File: src/rtl/fetch_sequencer_if.sv
// Instruction-memory request/response bundle between the fetch sequencer and the memory.
// One request is outstanding at a time; data returns on rvalid at least one cycle after gnt.
interface fetch_sequencer_if;
  logic        imem_req;
  logic [31:0] imem_addr;
  logic        imem_gnt;
  logic        imem_rvalid;
  logic [31:0] imem_rdata;

  modport master (
    output imem_req,
    output imem_addr,
    input  imem_gnt,
    input  imem_rvalid,
    input  imem_rdata
  );

  modport slave (
    input  imem_req,
    input  imem_addr,
    output imem_gnt,
    output imem_rvalid,
    output imem_rdata
  );
endinterface

File: src/rtl/fetch_sequencer.sv
// Fetch-stage controller: owns the fetch PC, runs the imem req/gnt/rvalid handshake,
// squashes responses made stale by redirects, and loads the IF/ID register.
module fetch_sequencer #(
  parameter logic [31:0] RESET_PC  = 32'h0000_0000,
  parameter logic [31:0] NOP_INSTR = 32'h0000_0000,
  parameter int          CNT_W     = 16
) (
  input  logic                clk,
  input  logic                rst,
  input  logic                PCSrcE,
  input  logic [31:0]         PCTargetE,
  input  logic                StallF,
  input  logic                StallD,
  input  logic                FlushD,
  fetch_sequencer_if.master   imem,
  output logic [31:0]         InstrD,
  output logic [31:0]         PCD,
  output logic [31:0]         PCPlus4D,
  output logic                ValidD,
  output logic                fetch_busy,
  output logic [CNT_W-1:0]    fetch_stall_cnt
);

  typedef enum logic [1:0] {
    S_REQ  = 2'd0,
    S_WAIT = 2'd1,
    S_HOLD = 2'd2
  } state_t;

  state_t      state, state_nxt;
  logic [31:0] pc_f, pc_f_nxt;
  logic [31:0] pc_req;
  logic        squash, squash_nxt;
  logic [31:0] hold_instr, hold_pc;

  logic        req;
  logic        fire;
  logic        take_new;
  logic        load_hold_buf;
  logic        bubble_wait;
  logic [31:0] new_instr, new_pc;

  logic [31:0]      instr_p1, pc_p1, pc4_p1;
  logic             vld_p1;
  logic [CNT_W-1:0] stall_cnt;

  function automatic logic [CNT_W-1:0] sat_inc(input logic [CNT_W-1:0] v);
    return (v == {CNT_W{1'b1}}) ? v : v + CNT_W'(1);
  endfunction

  always_ff @(posedge clk) begin
    if (rst) begin
      state  <= S_REQ;
      pc_f   <= RESET_PC;
      squash <= 1'b0;
    end else begin
      state  <= state_nxt;
      pc_f   <= pc_f_nxt;
      squash <= squash_nxt;
    end
  end

  // take_new flags an instruction offered to decode; StallD/FlushD arbitrate it in the IF/ID stage
  always_comb begin
    state_nxt     = state;
    pc_f_nxt      = pc_f;
    squash_nxt    = squash;
    req           = 1'b0;
    fire          = 1'b0;
    take_new      = 1'b0;
    load_hold_buf = 1'b0;
    new_instr     = hold_instr;
    new_pc        = hold_pc;
    case (state)
      S_REQ: begin
        req  = !StallF;
        fire = req && imem.imem_gnt;
        if (fire) begin
          state_nxt  = S_WAIT;
          squash_nxt = PCSrcE;
        end
      end
      S_WAIT: begin
        if (imem.imem_rvalid) begin
          squash_nxt = 1'b0;
          if (squash || PCSrcE) begin
            state_nxt = S_REQ;
          end else begin
            pc_f_nxt  = pc_req + 32'd4;
            new_instr = imem.imem_rdata;
            new_pc    = pc_req;
            take_new  = 1'b1;
            if (StallD && !FlushD) begin
              state_nxt     = S_HOLD;
              load_hold_buf = 1'b1;
            end else begin
              state_nxt = S_REQ;
            end
          end
        end else if (PCSrcE) begin
          squash_nxt = 1'b1;
        end
      end
      S_HOLD: begin
        if (PCSrcE || FlushD) begin
          state_nxt = S_REQ;
        end else if (!StallD) begin
          take_new  = 1'b1;
          state_nxt = S_REQ;
        end
      end
      default: state_nxt = S_REQ;
    endcase
    if (PCSrcE) pc_f_nxt = PCTargetE;
  end

  always_ff @(posedge clk) begin
    if (fire) pc_req <= pc_f;
    if (load_hold_buf) begin
      hold_instr <= imem.imem_rdata;
      hold_pc    <= pc_req;
    end
  end

  assign bubble_wait = (state == S_WAIT) && !FlushD && !StallD && !take_new;

  // ---- IF/ID stage boundary ----
  always_ff @(posedge clk) begin
    if (rst || FlushD) begin
      instr_p1 <= NOP_INSTR;
      pc_p1    <= 32'd0;
      pc4_p1   <= 32'd0;
      vld_p1   <= 1'b0;
    end else if (!StallD) begin
      if (take_new) begin
        instr_p1 <= new_instr;
        pc_p1    <= new_pc;
        pc4_p1   <= new_pc + 32'd4;
        vld_p1   <= 1'b1;
      end else begin
        instr_p1 <= NOP_INSTR;
        pc_p1    <= 32'd0;
        pc4_p1   <= 32'd0;
        vld_p1   <= 1'b0;
      end
    end
  end

  always_ff @(posedge clk) begin
    if (rst) stall_cnt <= '0;
    else if (bubble_wait) stall_cnt <= sat_inc(stall_cnt);
  end

  assign imem.imem_req   = req;
  assign imem.imem_addr  = pc_f;
  assign InstrD          = instr_p1;
  assign PCD             = pc_p1;
  assign PCPlus4D        = pc4_p1;
  assign ValidD          = vld_p1;
  assign fetch_busy      = (state != S_REQ);
  assign fetch_stall_cnt = stall_cnt;

endmodule

File: src/flat_wrapper.sv
// flat-port wrapper written by rule: the top's interface ports become plain ports
module fetch_sequencer_flat 
#(
  parameter logic [31:0] RESET_PC  = 32'h0000_0000,
  parameter logic [31:0] NOP_INSTR = 32'h0000_0000,
  parameter int          CNT_W     = 16
)
  (clk, rst, PCSrcE, PCTargetE, StallF, StallD, FlushD, InstrD, PCD, PCPlus4D, ValidD, fetch_busy, fetch_stall_cnt, imem_imem_req, imem_imem_addr, imem_imem_gnt, imem_imem_rvalid, imem_imem_rdata);
  fetch_sequencer_if imem_i ();
  input  logic clk;
  input  logic rst;
  input  logic PCSrcE;
  input  logic [31:0] PCTargetE;
  input  logic StallF;
  input  logic StallD;
  input  logic FlushD;
  output logic [31:0] InstrD;
  output logic [31:0] PCD;
  output logic [31:0] PCPlus4D;
  output logic ValidD;
  output logic fetch_busy;
  output logic [CNT_W-1:0] fetch_stall_cnt;
  output wire logic [$bits(imem_i.imem_req)-1:0] imem_imem_req;
  output wire logic [$bits(imem_i.imem_addr)-1:0] imem_imem_addr;
  input wire logic [$bits(imem_i.imem_gnt)-1:0] imem_imem_gnt;
  input wire logic [$bits(imem_i.imem_rvalid)-1:0] imem_imem_rvalid;
  input wire logic [$bits(imem_i.imem_rdata)-1:0] imem_imem_rdata;
  assign imem_imem_req = imem_i.imem_req;
  assign imem_imem_addr = imem_i.imem_addr;
  assign imem_i.imem_gnt = imem_imem_gnt;
  assign imem_i.imem_rvalid = imem_imem_rvalid;
  assign imem_i.imem_rdata = imem_imem_rdata;
  fetch_sequencer #(.RESET_PC(RESET_PC), .NOP_INSTR(NOP_INSTR), .CNT_W(CNT_W)) u_core (.clk(clk), .rst(rst), .PCSrcE(PCSrcE), .PCTargetE(PCTargetE), .StallF(StallF), .StallD(StallD), .FlushD(FlushD), .imem(imem_i), .InstrD(InstrD), .PCD(PCD), .PCPlus4D(PCPlus4D), .ValidD(ValidD), .fetch_busy(fetch_busy), .fetch_stall_cnt(fetch_stall_cnt));
endmodule
File: config.mk
export PLATFORM = sky130hd
export DESIGN_NAME = fetch_sequencer_flat
export DESIGN_NICKNAME = d
export VERILOG_FILES = /design/src/rtl/fetch_sequencer_if.sv /design/src/rtl/fetch_sequencer.sv /design/src/flat_wrapper.sv
export SDC_FILE = /design/constraint.sdc
export NUM_CORES = 1
export LEC_CHECK = 0
export ABC_AREA = 1
export CAP_MARGIN = 20
export CORE_MARGIN = 4
export CORE_UTILIZATION = 50
export DETAILED_ROUTE_END_ITERATION = 12
export HOLD_SLACK_MARGIN = 0.08
export PLACE_DENSITY_LB_ADDON = 0.1
export SLEW_MARGIN = 10
export SYNTH_ARGS = -nofsm -noshare
export SYNTH_HDL_FRONTEND = slang
export SYNTH_SLANG_ARGS = --single-unit
File: constraint.sdc
create_clock -name clk -period 5.3 [get_ports clk]
set_input_delay 0.795 -clock clk [delete_from_list [all_inputs] [get_ports clk]]
set_output_delay 0.795 -clock clk [all_outputs]
set_load 0.005 [all_outputs]
After elaboration in Yosys (flattened, before gate mapping) --
Cells that the tools add are included.
Cells by class: reductions and logical operators 21, equal/unequal tests 8, muxes and demuxes 36, $add $sub $neg 3, bitwise operators 1
Operator list (count):
- 2-to-1 mux 32 bit | 13
- adder 32 x 3 -> 32 bit (second input constant) | 2
- adder 16 x 1 -> 16 bit (second input constant) | 1
- equality test 16 bit (second input constant) | 1
- 2-to-1 mux 1 bit | 14
- 2-to-1 mux 2 bit | 6
- AND reduction 3 bit | 3
- nonzero test 2 bit | 4
- one-hot mux 2 bit (3 select lines) | 1
- logical AND 1 bit | 5
- zero test 1 bit | 4
- != test 2 bit (second input constant) | 2
- one-hot mux 1 bit (2 select lines) | 2
- logical OR 1 bit | 3
- != test 3 x 2 -> 1 bit (second input constant) | 1
- != test 3 bit (second input constant) | 1
- equality test 2 x 1 -> 1 bit (second input constant) | 1
- equality test 2 bit (second input constant) | 1
- zero test 2 bit | 1
- != test 2 x 1 -> 1 bit (second input constant) | 1
- AND reduction 2 bit | 1
- inverter 1 bit | 1
Storage, ports and cells: output and inout port bits 147, register bits 244

Depth between registers and ports, before layout --
depth after elaboration 7, gate-level depth with buffers 20

Least setup slack after synthesis --
Ideal clock, no wire load.
kind in2reg, start point in PCSrcE, end point reg u_core.hold_instr[0] (enable), stages 7, required time 4813 ps, library setup time 487 ps, slack 520 ps, arrival time 4294 ps, path buffers 4, path through buf_6 > nor2_8 > nand2_8 > buf_6 > buf_6 > clkbuf_1 > nor2_1
On the way: longest elaborated chain between the ends 4
RTL lines:
- start: declaration | line flat_wrapper.sv:12 | input logic PCSrcE;
- logical OR 1 bit | line fetch_sequencer.sv:86 | if (squash || PCSrcE) begin
- 2-to-1 mux 1 bit | line fetch_sequencer.sv:86
- 2-to-1 mux 1 bit | line fetch_sequencer.sv:84 | if (imem.imem_rvalid) begin
- 2-to-1 mux 1 bit | line fetch_sequencer.sv:74 | case (state)
- net u_core.load_hold_buf | line fetch_sequencer.sv:39 | logic load_hold_buf;
- end signal: assignment | line fetch_sequencer.sv:120 | hold_instr <= imem.imem_rdata;
- end: declaration | line fetch_sequencer.sv:34 | logic [31:0] hold_instr, hold_pc;
The timed path passes the listed nets, and every way through them passes these cells. A chain may end at the register's enable or synchronous reset.

Final worst setup path --
start point in PCSrcE, end point reg u_core.instr_p1[2] (netlist: u_core.InstrD[2])
On the way: longest elaborated chain between the ends 5, elaborated cells between the ends (all ways) 10, those cells by class 8 x mux; 2 x reduce/logical
RTL lines:
- logical OR 1 bit | line fetch_sequencer.sv:86
- 2-to-1 mux 1 bit / 2-to-1 mux 32 bit (equally long branches) | line fetch_sequencer.sv:86
- 2-to-1 mux 1 bit / 2-to-1 mux 32 bit (equally long branches) | line fetch_sequencer.sv:84
- one-hot mux 1 bit (2 select lines) / 2-to-1 mux 32 bit (equally long branches) | line fetch_sequencer.sv:74
- 2-to-1 mux 32 bit (*) | line fetch_sequencer.sv:135 | if (take_new) begin
- end signal: assignment | line fetch_sequencer.sv:136 | instr_p1 <= new_instr;
- end: declaration | line fetch_sequencer.sv:43 | logic [31:0] instr_p1, pc_p1, pc4_p1;
Every way passes the cells marked *; elsewhere a longest branch is shown, timed or not.

==> impl_metrics.csv <==
group,metric,value,unit
global_route,overflow,0,
sta,rsz0062_at_grt,"no",
global_route,grt_pass1_wl,48400,um
finish,area_growth,28.0,%
clocking,clockBufferDepth,3,
clocking,htree_levels,1,
die,dieArea,24900,um^2
worst_setup_path,cp_max_fo,80,
global_route,grt_usage,23.5,%
yosys,synthXorXnorAreaFrac,0.857,%
die,dieWidth,158,um
detailed_routing,wl,30100,um
global_route,antenna_found_initial,0,
clocking,clkTransAtPathRegs,60,ps
global_route,first_global_vias,9420,
worst_setup_path,crit_path_end_kind,"flip-flop",
yosys,synth_area,11200,um^2
sta,drv_slew,0,
yosys,yosys.area_share.adder,0.668,%
yosys,ys_seq_area_share,51.6,%
clocking,post-cts-setup-buffers,0,
run,cap_violations,0,
yosys,ys_ff_latch,242,
pwr,leakagePower,5.56,nW
detailed_routing,drc,0,
yosys,avgSynthCellArea,8.16,um^2
yosys,synthMuxAreaShare,0,%
worst_setup_path,critPathLaunchType,"input port",
global_route,grt_max_degree,96,
placed_design,gp_congestion,0.925,
pwr,design_power_total,4.58,mW
worst_setup_path,critPathKind,"in -> reg",
yosys,synth_edf_count,96,
die,io_pins,219,
pwr,ir_worst_vdd,0.000251,V
finish,fin_nets,1651,
detailed_routing,vias_per_cell,5.32,
clocking,cts_made_buffers,26,
finish,drive_gt1_share,8.16,%
sta,skew,7.54,ps
sta,finalSetupViolations,0,
detailed_routing,drt_first_pass_iters,6,
sta,min_period_over_period,66.1,%
finish,final_cell_mix,"338 x nand2_1, 217 x clkdlybuf4s50_1, 157 x nor2_1, 146 x dfxtp_1, 136 x a21oi_1",
pwr,power_density,318,nW/um^2
detailed_routing,drt_iter0_markers,780,
yosys,synth_top_family_by_area,"simple AND/OR/NAND/NOR gates",
placed_design,port_buffers,218,
finish,antenna_cells,0,
sta,fin_setup_tns,0,ps
clocking,postCtsResizedCells,0,
yosys,synthCells,1378,
yosys,syn_nets,1456,
detailed_routing,ant_nets,0,
sta,tightest_slew,1040,ps
worst_hold_path,holdPathStages,0,
die,die_h,158,um
sta,period_needed,3510,ps
clocking,cts_tree,"built",
detailed_routing,post_drt_wl_per_cell,16.1,um
status,status,"complete, no violations",
die,core-area,22000,um^2
yosys,synth_cell_types,53,
yosys,synth_top_flop_cell,"dfxtp_1",
yosys,synth_compound_gate_area_share,11.1,%
worst_setup_path,arrival,3960,ps
sta,hold_violations,0,
die,start_util,51.2,%
worst_hold_path,hold_class,"reg -> reg",
yosys,synth-simple-area-share,28.6,%
placed_design,dpl.hpwl,21000,um
die,row_count,54,
yosys,ys_async_sr_fraction,0,%
sta,max_freq,0.285,GHz
clocking,clock-root-buffer,"clkbuf_16",
sta,relSlewSlack,30.8,%
detailed_routing,via_count,9971,
clocking,numClockSinks,242,
worst_setup_path,worst_ep_required_time,5760,ps
worst_setup_path,r2r_cells,14,
finish,final_common_cell,"nand2_1",
clocking,clock_latency,520,ps
yosys,ys.warnings.count,0,
clocking,hold_buffers,0,
==> final cells by class <==
class                   instances  area [um^2]
clock buffers                  38          777
clock inverters                10         57.6
fillers                      1893         7570
inverters                     126          475
multi-input cells             947         4640
flip-flops and latches        242         5810
well taps                     280          350
repair buffers                230         2280
==> final timing paths <==
path | endpoint | start | slack, ps
setup reg to reg | u_core.InstrD[2] | u_core.state[1] | 2090
hold reg to reg | u_core.hold_pc[0] | u_core.pc_req[0] | 450
hold / removal | u_core.hold_pc[0] | u_core.pc_req[0] | 450
setup / recovery | u_core.InstrD[2] | PCSrcE | 1790
==> where the power goes <==
group	leakage, nW	total [mW]	internal, mW	switching (mW)
combinational	3.08	0.702	0.261	0.442
sequential	2.06	2.14	2.04	0.0920
clock	0.417	1.74	1.02	0.725
==> stage by stage <==
stage                     instances  hold WS [ps]  util, %  setup slack (ps)  area, um^2
after floorplan                1378           427        -               520       11200
after global placement         1825           435     61.7              1410       13600
after detailed placement       1825           433     61.7              1300       13600
after CTS                      1873           447     65.5              1850       14400
after global routing           1873           454     65.5              1530       14400
final                          1873           449     65.5              1790       14400
==> per-layer routing <==
metal / GRT usage (%) / vias to the layer above / part of all wire [%]
met1: 35.5 / 4608 / 47
met3: 3.20 / 38 / 7.2
li1: - / 4962 / -
met2: 36.5 / 363 / 44
met4: 4.91 / 0 / 1.5
met5: 0 / - / 0
==> logic make-up after synthesis <==
family / after synthesis
buffers and inverters: 189
adders and majority gates: 6
AOI/OAI and AO/OA: 223
xor gates and xnor gates: 11
DFF: 242
and+or+nand+nor: 707
==> cell usage after synthesis (13+ instances only) <==
library cell / number / share of area, %
nand2_2: 27 / 1.5
nand2_1: 338 / 11
clkbuf_1: 39 / 1.3
nor3_1: 22 / 0.98
a22oi_1: 13 / 0.87
dfxtp_1: 146 / 26
inv_1: 120 / 4.0
nor2_1: 159 / 5.3
a31oi_1: 15 / 0.83
nand3_1: 79 / 3.5
nand4_1: 27 / 1.5
edfxtp_1: 96 / 26
o21ai_0: 30 / 1.3
a21oi_1: 136 / 6.1
==> state kept, by name, summed over array words and instances (netlist names) <==
| register | count |
|---|---|
| u_core.hold_instr | 32 |
| u_core.fetch_stall_cnt | 16 |
| u_core.ValidD | 1 |
| u_core.state | 2 |
| u_core.PCD | 30 |
| u_core.PCPlus4D | 32 |
| u_core.InstrD | 32 |
| u_core.imem.imem_addr | 32 |
| u_core.pc_req | 32 |
| u_core.hold_pc | 32 |
| u_core.squash | 1 |
==> worst max-delay path, stage by stage <==
cell and delay [ps]:
clkdlybuf4s50_1 630, nor2_8 360, nand2_8 370, nand2_2 210, nand2_1 80, nor2_2 80, buf_4 310, inv_2 300
buf_4 360, a21oi_1 210, a21oi_1 70, nor2_1 140
Note: power is estimated with default switching activity, not from simulation.
